**config.mk**
```make
export PLATFORM = sky130hd
export DESIGN_NAME = pulse_distance_tx
export DESIGN_NICKNAME = d
export VERILOG_FILES = /design/src/rtl/pulse_distance_tx.sv
export SDC_FILE = /design/constraint.sdc
export NUM_CORES = 1
export LEC_CHECK = 0
export CORE_AREA = 5 5 74 76
export DETAILED_ROUTE_END_ITERATION = 7
export DIE_AREA = 0 0 79 81
export HOLD_SLACK_MARGIN = 0.03
export PLACE_DENSITY = 0.82
export SETUP_SLACK_MARGIN = 0.02
export SLEW_MARGIN = 10
export SYNTH_ARGS = -nofsm -noshare
export SYNTH_HDL_FRONTEND = slang
export SYNTH_SLANG_ARGS = --single-unit
```
**constraint.sdc**
```tcl
create_clock -name clk_in -period 7 [get_ports clk_in]
set_clock_uncertainty 0.1 [all_clocks]
set_input_delay 1.05 -clock clk_in [delete_from_list [all_inputs] [get_ports clk_in]]
set_output_delay 1.05 -clock clk_in [all_outputs]
set_load 0.005 [all_outputs]
```
**src/rtl/pulse_distance_tx.sv**
```systemverilog
// Pulse-distance serial transmitter: sync mark, BIT_DEPTH low/high pulse pairs, stop pulse.
// Optional carrier modulation of high phases under `PULSE_DISTANCE_TX_CARRIER_EN.
module pulse_distance_tx #(
  parameter int BIT_DEPTH    = 16,
  parameter int SYNC_LO      = 400,
  parameter int SYNC_HI      = 600,
  parameter int BIT_LO       = 200,
  parameter int ZERO_HI      = 200,
  parameter int ONE_HI       = 600,
  parameter int MSB_FIRST    = 1,
  parameter int CARRIER_HALF = 13
) (
  input  logic                 clk_in,
  input  logic                 rst_in,
  input  logic [BIT_DEPTH-1:0] data_in,
  input  logic                 data_valid_in,
  output logic                 data_ready_out,
  output logic                 busy_out,
  output logic                 done_out,
  output logic                 out
);

  function automatic int max2(input int a, input int b);
    return (a > b) ? a : b;
  endfunction

  localparam int MAX_LEN = max2(max2(max2(SYNC_LO, SYNC_HI), max2(BIT_LO, ZERO_HI)), ONE_HI);
  localparam int CNT_W   = $clog2(MAX_LEN) + 1;
  localparam int BIT_W   = $clog2(BIT_DEPTH) + 1;

  generate
    if (BIT_DEPTH < 1 || BIT_DEPTH > 32) begin : g_bad_depth
      $error("pulse_distance_tx: BIT_DEPTH must be 1..32");
    end
    if (SYNC_LO < 1 || SYNC_HI < 1 || BIT_LO < 1 || ZERO_HI < 1 || ONE_HI < 1) begin : g_bad_len
      $error("pulse_distance_tx: phase lengths must be non-zero");
    end
    if (ZERO_HI == ONE_HI) begin : g_bad_enc
      $error("pulse_distance_tx: ZERO_HI and ONE_HI must differ");
    end
    if (CARRIER_HALF < 1) begin : g_bad_car
      $error("pulse_distance_tx: CARRIER_HALF must be non-zero");
    end
  endgenerate

  typedef enum logic [2:0] {IDLE, SYNC_L, SYNC_H, BIT_L, BIT_H, STOP} state_t;

  state_t               state_reg, state_next;
  logic [CNT_W-1:0]     cnt_reg, cnt_next;
  logic [BIT_W-1:0]     bit_cnt_reg, bit_cnt_next;
  logic [BIT_DEPTH-1:0] shift_reg, shift_next;
  logic [BIT_DEPTH-1:0] pend_reg, pend_next;
  logic                 pend_full_reg, pend_full_next;
  logic                 ready_reg, ready_next;
  logic                 busy_reg, busy_next;
  logic                 done_reg, done_next;
  logic                 out_reg, out_next;

  logic                 accept;
  logic                 cur_bit;
  logic [CNT_W-1:0]     phase_len;
  logic                 phase_last;
  logic                 high_next;

  assign accept  = data_valid_in && ready_reg;
  assign cur_bit = (MSB_FIRST != 0) ? shift_reg[BIT_DEPTH-1] : shift_reg[0];

  always_comb begin
    phase_len = CNT_W'(BIT_LO);
    case (state_reg)
      SYNC_L:  phase_len = CNT_W'(SYNC_LO);
      SYNC_H:  phase_len = CNT_W'(SYNC_HI);
      BIT_H:   phase_len = cur_bit ? CNT_W'(ONE_HI) : CNT_W'(ZERO_HI);
      default: phase_len = CNT_W'(BIT_LO);
    endcase
  end

  assign phase_last = (cnt_reg == phase_len - CNT_W'(1));

  always_ff @(posedge clk_in) begin
    if (rst_in) begin
      state_reg     <= IDLE;
      cnt_reg       <= '0;
      bit_cnt_reg   <= '0;
      shift_reg     <= '0;
      pend_reg      <= '0;
      pend_full_reg <= 1'b0;
      ready_reg     <= 1'b1;
      busy_reg      <= 1'b0;
      done_reg      <= 1'b0;
      out_reg       <= 1'b0;
    end else begin
      state_reg     <= state_next;
      cnt_reg       <= cnt_next;
      bit_cnt_reg   <= bit_cnt_next;
      shift_reg     <= shift_next;
      pend_reg      <= pend_next;
      pend_full_reg <= pend_full_next;
      ready_reg     <= ready_next;
      busy_reg      <= busy_next;
      done_reg      <= done_next;
      out_reg       <= out_next;
    end
  end

  always_comb begin
    state_next     = state_reg;
    cnt_next       = cnt_reg + CNT_W'(1);
    bit_cnt_next   = bit_cnt_reg;
    shift_next     = shift_reg;
    pend_next      = pend_reg;
    pend_full_next = pend_full_reg;
    done_next      = 1'b0;

    case (state_reg)
      IDLE: begin
        cnt_next = '0;
        if (accept) begin
          shift_next = data_in;
          state_next = SYNC_L;
        end
      end
      SYNC_L: begin
        if (phase_last) begin
          state_next = SYNC_H;
          cnt_next   = '0;
        end
      end
      SYNC_H: begin
        if (phase_last) begin
          state_next   = BIT_L;
          cnt_next     = '0;
          bit_cnt_next = '0;
        end
      end
      BIT_L: begin
        if (phase_last) begin
          state_next = BIT_H;
          cnt_next   = '0;
        end
      end
      BIT_H: begin
        if (phase_last) begin
          cnt_next     = '0;
          shift_next   = (MSB_FIRST != 0) ? (shift_reg << 1) : (shift_reg >> 1);
          bit_cnt_next = bit_cnt_reg + BIT_W'(1);
          state_next   = (bit_cnt_reg == BIT_W'(BIT_DEPTH - 1)) ? STOP : BIT_L;
        end
      end
      STOP: begin
        if (phase_last) begin
          cnt_next  = '0;
          done_next = 1'b1;
          if (pend_full_reg) begin
            shift_next     = pend_reg;
            pend_full_next = 1'b0;
            state_next     = SYNC_L;
          end else if (accept) begin
            // A word arriving on the final stop cycle chains straight into the next frame.
            shift_next = data_in;
            state_next = SYNC_L;
          end else begin
            state_next = IDLE;
          end
        end
      end
      default: state_next = IDLE;
    endcase

    if (accept && state_reg != IDLE && !(state_reg == STOP && phase_last)) begin
      pend_next      = data_in;
      pend_full_next = 1'b1;
    end
  end

  assign busy_next  = (state_next != IDLE);
  assign ready_next = !pend_full_next;
  assign high_next  = (state_next == SYNC_H) || (state_next == BIT_H);

`ifdef PULSE_DISTANCE_TX_CARRIER_EN
  localparam int CAR_W = $clog2(CARRIER_HALF) + 1;

  logic [CAR_W-1:0] car_cnt_reg, car_cnt_next;
  logic             high_enter;

  // Every high phase is entered from a different state, so a state change marks its start.
  assign high_enter = high_next && (state_next != state_reg);

  always_ff @(posedge clk_in) begin
    if (rst_in) begin
      car_cnt_reg <= '0;
    end else begin
      car_cnt_reg <= car_cnt_next;
    end
  end

  always_comb begin
    car_cnt_next = '0;
    out_next     = 1'b0;
    if (high_next) begin
      if (high_enter) begin
        out_next = 1'b1;
      end else if (car_cnt_reg == CAR_W'(CARRIER_HALF - 1)) begin
        out_next = ~out_reg;
      end else begin
        out_next     = out_reg;
        car_cnt_next = car_cnt_reg + CAR_W'(1);
      end
    end
  end
`else
  assign out_next = high_next;
`endif

  assign data_ready_out = ready_reg;
  assign busy_out       = busy_reg;
  assign done_out       = done_reg;
  assign out            = out_reg;

endmodule
```
==> run summary, run 1 <==
Status -> complete, no violations
Clock sink count -> 56
Sequential area share after synthesis -> 39.7%
Critical Path Start Type -> flop
Cells after Synth -> 334
Synth area leader -> dfxtp_1
Initial Util -> 60.6%
Leak -> 0.00112 uW
Fin crit share -> 59.8%
Worst-path cell chain -> nor3b_1 -> nor3_1 -> ha_1 -> xor2_1 -> or4_1 -> a211oi_1 -> nand2_1 -> or4b_1 -> a21oi_1
Slowest-stage cell, CP -> a211oi_1
Overall global routing resource usage -> 20.4%
WP data arrival -> 4.33 ns
Longest Clk Path Bufs -> 2
Clock latency on the worst-skew pair -> 0.31 ns
First-pass GRT wire length -> 10,400 um
Pwr Density -> 209 nW/um^2
Worst endpoint required time -> 7.15 ns
Detailed-route DRC error count -> 0
Capturing element type of the critical path -> flop
Final setup violating endpoints -> 0
Worst Hold Class -> flop to flop
Dpl hpwl -> 3870 um
Hold Slack -> 0.390 ns
Detailed Routing Iterations Pass 1 -> 4
Final GP Congestion -> 0.836
Slew Limit Fails -> 0
Yosys top cell area share -> 39.7%
Critical path's top delay family -> simple AND/OR/NAND/NOR gates
DRT iter0 DRCs -> 231
Synth Area per Inst -> 8.46 um^2
Worst Path Max Fanout -> 18
Initial antenna violation count -> 0
Yosys cell types -> 46
Vias in the first global route -> 2,317
H-tree levels -> 2
Synth Net Count -> 358
FFs w/ async S/R, synth -> 0%
Post-CTS setup buffers -> 0
Clock transition at the registers of the reported paths -> 0.11 ns
Die width -> 79 um
Max-cap viol count -> 0
GR Util met1 -> 24.9%
Gates resized, CTS repair -> 0
Hold buffers post-CTS -> 0
RSZ-0062 raised after global routing -> false
EDFF count, synth -> 0
CP bufs+invs -> 0
Register bit total from synthesis -> 56
Post-route antenna net violation count -> 0
CTS tree -> built
Input/output buffers -> 22
Nets -> 365
Root buf cell -> clkbuf_8
Largest net degree at the start of global routing -> 46
Max-slew headroom -> 27.6%
Core area -> 4660 um^2
Inserted Clock Buffers -> 5
Via Count -> 2,360
Fmax -> 239 MHz
M3 GR Usage -> 4.66%
Power Total -> 656 uW
DRT Wirelength -> 6020 um
Io pins -> 23
Slew @ Worst Pin -> 1.08 ns
Placed insts -> 388
Layout cells sized above 1 -> 9.06%
Die Ht -> 81 um
DR WL/cell -> 15.2 um
YS warnings -> 0
Cell Area, Synth -> 2830 um^2
Rows -> 25
Top_reg_cell synth -> dfxtp_1
Non-filler cells, final -> 396
Final Hold Viols -> 0
Total die area -> 6400 um^2
Period minus WS final -> 4.18 ns
Layout area overhead -> 11.3%
Max incr delay on CP -> 0.87 ns
Worst vdd ir -> 0.136 mV
Met2 Usage GRT -> 34.6%
Crit path kind -> flop to flop
Antenna cell count -> 0
Area contributors post-synth -> dfxtp_1, nor2_1, mux2i_1
Vias per cell -> 5.96
Setup TNS Final -> 0 ns
Most Crowded Layer GR -> met2
Grt total ovfl -> 0
through the flow:
stage               setup slack [ns]  area (um^2)  util, %
finish                          2.82         3150     67.5
global route                    2.47         3150     67.5
CTS                             2.88         3150     67.5
detailed placement              2.91         3030     65.0
global placement                3.07         3030     65.0
floorplan                       3.98         2830        -
report_power, final:
group	total, uW	internal (uW)	switching, uW
registers	349	335	14.0
logic	91.2	42.9	48.3
clock network	216	108	108
worst min-delay path: cells and delay by family, from the launching register on:
| family | cells | cell delay, ns |
|---|---|---|
| compound gates | 2 | 0.13 |
| flops | 1 | 0.32 |
worst paths after layout:
check | to | from | cells after the start | slack (ns)
setup / recovery | bit_cnt_reg[2]$_SDFFE_PP0P_ | state_reg[0]$_SDFF_PP0_ | 9 | 2.82
hold / removal | bit_cnt_reg[3]$_SDFFE_PP0P_ | bit_cnt_reg[3]$_SDFFE_PP0P_ | 2 | 0.39
setup reg to reg | bit_cnt_reg[2]$_SDFFE_PP0P_ | state_reg[0]$_SDFF_PP0_ | 9 | 2.82
hold reg to reg | bit_cnt_reg[3]$_SDFFE_PP0P_ | bit_cnt_reg[3]$_SDFFE_PP0P_ | 2 | 0.39
synth_stat cells (2+ instances only):
library cell and n:
a211oi_1 3, a211oi_2 13, a21oi_1 22, a221oi_1 15, a31oi_1 2, a32oi_1 2
and2_1 5, and3_1 3, buf_1 2, buf_2 5, buf_4 3, clkbuf_1 15
dfxtp_1 56, ha_1 5, inv_1 8, mux2i_1 18, nand2_1 41, nand3_1 5
nand4_1 3, nor2_1 51, nor2b_1 2, nor3_1 7, nor3b_1 3, o211ai_1 2
o21ai_0 8, or2_2 2, or4_1 3, xnor2_1 4, xor2_1 9
logic make-up (layout without fill, tap and decap cells):
family                   count (synthesis)  after routing  synth area share, %
AND/OR/NAND/NOR                        133            133                 21.7
buffers and inverters                   33             41                 5.00
adder cells (fa/ha/maj)                  5              5                 2.21
XOR/XNOR                                13             13                 4.03
multiplexers                            18             18                 6.37
flip-flops                              56             56                 39.7
AO/OA/AOI/OAI                           76             76                 21.0
cell type report:
class / count / area, um^2
clock buffer: 5 / 68.8
clock inverter: 3 / 47.5
fill: 388 / 1520
inverter: 8 / 30.0
multi-input combinational: 245 / 1570
sequential: 56 / 1120
tap: 54 / 67.6
timing repair buffer: 25 / 238
cell usage in the layout, fill, tap and decap left out, types with 2 or more instances in the layout:
cell type,Yosys,layout
mux2i_1,18,18
o21ai_0,8,8
nor2b_1,2,2
xor2_1,9,9
clkinv_4,0,2
nor3b_1,3,3
dfxtp_1,56,56
clkbuf_8,0,5
a211oi_1,3,3
or2_2,2,2
and2_1,5,5
nand4_1,3,3
ha_1,5,5
a21oi_1,22,22
nor2_1,51,51
clkdlybuf4s50_1,0,21
nand3_1,5,5
nand2_1,41,41
a32oi_1,2,2
and3_1,3,3
nor3_1,7,6
buf_4,3,3
a221oi_1,15,15
inv_1,8,8
or4_1,3,3
a31oi_1,2,2
a211oi_2,13,13
o211ai_1,2,2
xnor2_1,4,4
routing by layer:
metal	wire length, um	share of wire (%)	up-vias
li1	-	-	1199
met1	2710	45	1091
met2	2880	48	59
met3	302	5.0	11
met4	121	2.0	0
met5	0	0	-
(Power assumes the default switching activity.)
==> run 2, diff against run 1 <==
Settings changed: CORE_AREA 5 5 74 76 to 5 5 80 82, DIE_AREA 0 0 79 81 to 0 0 85 87, PLACE_DENSITY 0.82 to 0.74.
Clock period 7 ns to 3.5 ns, I/O delays scaled along.
==> run 2 against run 1 <==
  * Sequential power is 99% higher
  * Final cell count rose by 7.8%
  * Total power is 92% higher
  * Worst setup slack worse by 2.6 ns
  * Non-clock buffer count grew 10
  * Sequential share of layout area down 1.0 points
  * Die area is 16% higher
  * Clock-buffer cell count is 1 higher
  * Combinational power is 110% higher
  * Register-to-register slack got worse by 2.6 ns
  * Final area rose by 3.0%
  * Critical endpoint is now shift_reg[11]$_SDFFE_PP0P_
  * Largest cell class unchanged
  * Highest routed layer unchanged
==> run summary, run 2 (synthesized netlist as in run 1, its figures left out) <==
Detailed-route DRC error count -> 0 (unchanged)
H-tree levels -> 2 (unchanged)
Worst Path Max Fanout -> 30 (+12)
Reg2reg path depth -> 10 (+1)
Register-to-register setup slack -> 0.26 ns (-2.55 ns)
Max-slew headroom -> 55.8% (+28 points)
Post-route antenna net violation count -> 0 (unchanged)
Flop pwr share -> 55.1% (+1.9 points)
Worst setup path endpoint -> shift_reg[11]$_SDFFE_PP0P_
CTS tree -> built
Total die area -> 7400 um^2 (+16%)
Period minus WS final -> 3.24 ns (-0.948 ns)
Max incr delay on CP -> 0.55 ns (-0.32 ns)
Clock power frac -> 29.4% (-3.5 points)
Grt total ovfl -> 0 (unchanged)
Setup TNS Final -> 0 ns (unchanged)
Rows -> 28 (+12%)
Worst Hold Class -> flop to flop
Slowest-stage cell, CP -> a2111o_1
Largest net degree at the start of global routing -> 31 (-33%)
Clock latency on the worst-skew pair -> 0.31 ns (about the same)
Root buf cell -> clkbuf_8
Net Sw Frac -> 26.6% (+0.66 points)
Hold Slack -> 0.390 ns (+0.000310 ns)
Switch Pwr -> 336 uW (+97%)
Clock transition at the registers of the reported paths -> 0.10 ns (about the same)
Final Hold Viols -> 0 (unchanged)
DR WL/cell -> 14.4 um (-5.0%)
Overall global routing resource usage -> 17.4% (-2.9 points)
Pwr Density -> 389 nW/um^2 (+87%)
Status -> complete, no violations
Most frequent cells in the layout -> dfxtp_1, nor2_1, nand2_1, a21oi_1, clkdlybuf4s50_1
Slew @ Worst Pin -> 0.663 ns (-0.415 ns)
Placed insts -> 418 (+7.7%)
Worst endpoint required time -> 3.64 ns (-3.51 ns)
WP data arrival -> 3.37 ns (-0.96 ns)
Critical path launch point -> state_reg[1]$_SDFF_PP0_
Layout cells sized above 1 -> 11.6% (+2.6 points)
Leak -> 0.00117 uW (+3.7%)
Worst r2r dst -> shift_reg[11]$_SDFFE_PP0P_
First-pass GRT wire length -> 10,600 um (+1.8%)
Vias in the first global route -> 2,355 (+1.6%)
Initial Util -> 49.8% (-11 points)
Longest Clk Path Bufs -> 2 (unchanged)
Slew Limit Fails -> 0 (unchanged)
Initial antenna violation count -> 0 (unchanged)
RSZ-0062 raised after global routing -> false
Antenna cell count -> 0 (unchanged)
Io pins -> 23 (unchanged)
DRT Wirelength -> 6160 um (+2.4%)
DRT iter0 DRCs -> 227 (-1.7%)
Fin crit share -> 92.4% (+33 points)
Final setup violating endpoints -> 0 (unchanged)
Crit path kind -> flop to flop
Non-filler cells, final -> 427 (+7.8%)
Inserted Clock Buffers -> 5 (unchanged)
Logic pwr share -> 15.6% (+1.7 points)
Layout area overhead -> 14.7%
Capturing element type of the critical path -> flop
Via Count -> 2,452 (+3.9%)
Nets -> 375 (+2.7%)
Detailed Routing Iterations Pass 1 -> 4 (unchanged)
Worst R2R Start -> state_reg[1]$_SDFF_PP0_
Worst vdd ir -> 0.201 mV (+48%)
Most common cell after layout, fill and taps aside -> dfxtp_1
Die width -> 85 um (+7.6%)
Final GP Congestion -> 0.898 (+7.4%)
Die Ht -> 87 um (+7.4%)
Dpl hpwl -> 4120 um (+6.4%)
Final core utilization -> 57.1% (-10 points)
Clock sink count -> 56 (unchanged)
Vias per cell -> 5.74 (-3.6%)
Max-cap viol count -> 0 (unchanged)
Internal power -> 925 uW (+90%)
Input/output buffers -> 22 (unchanged)
Fmax -> 309 MHz (+29%)
Core area -> 5680 um^2 (+22%)
Worst-path cell chain -> nor4bb_1 -> nor3_1 -> ha_1 -> xnor2_1 -> or4_1 -> a2111o_1 -> a21oi_2 -> buf_12 -> nor2_1 -> a211oi_2
Critical Path Start Type -> flop
run 2: power groups by stage:
stage               clock (uW)  sequential (uW)  combinational [uW]
floorplan                    0              701                 142
global placement             0              707                 190
detailed placement           0              708                 195
CTS                        382              694                 196
global route               415              698                 218
finish                     370              694                 196
run 2: per-layer routing:
metal  share of wire (%)  global-route usage [%]
met5                   0                       0
met4                 2.1                    5.47
met3                 4.0                    3.60
met2                  49                    30.1
met1                  45                    21.8
run 2: cell type report:
type / instances / area (um^2)
clock buffer: 6 / 82.6
clock inverter: 2 / 15.0
fill: 528 / 2430
inverter: 8 / 30.0
multi-input combinational: 245 / 1570
sequential: 56 / 1120
tap: 75 / 93.8
timing repair buffer: 35 / 325
run 2: worst min path at each step:
stage,start,end,slack [ns],cells after the start
floorplan,bit_cnt_reg[3]$_SDFFE_PP0P_,bit_cnt_reg[3]$_SDFFE_PP0P_,0.35,2
global placement,bit_cnt_reg[4]$_SDFFE_PP0P_,bit_cnt_reg[4]$_SDFFE_PP0P_,0.37,2
detailed placement,bit_cnt_reg[3]$_SDFFE_PP0P_,bit_cnt_reg[3]$_SDFFE_PP0P_,0.38,2
CTS,bit_cnt_reg[3]$_SDFFE_PP0P_,bit_cnt_reg[3]$_SDFFE_PP0P_,0.39,2
global route,bit_cnt_reg[0]$_SDFFE_PP0P_,bit_cnt_reg[0]$_SDFFE_PP0P_,0.44,2
finish,bit_cnt_reg[3]$_SDFFE_PP0P_,bit_cnt_reg[3]$_SDFFE_PP0P_,0.39,2
run 2: timing repair:
action	4_1_cts	5_1_grt
endpoints found under the setup margin	0	11
buffers inserted	0	1
gates resized for setup	0	0
hold buffers	0	0
run 2: critical path, delay by kind of cell, from the launching register on:
| kind | cells | cell delay [ns] |
|---|---|---|
| xor gates and xnor gates | 1 | 0.16 |
| buffers and inverters | 1 | 0.21 |
| and+or+nand+nor | 4 | 1.14 |
| AOI/OAI and AO/OA | 3 | 0.96 |
| DFF | 1 | 0.37 |
| adders and majority gates | 1 | 0.22 |
run 2: metrics by stage:
stage          total power [uW]  setup WS, ns  instance area, um^2
2_1_floorplan               842         0.479                 2830
3_3_place_gp                897         0.337                 3140
3_5_place_dp                903         0.212                 3140
4_1_cts                    1270         0.178                 3230
5_1_grt                    1330        0.0254                 3240
6_report                   1260         0.264                 3240
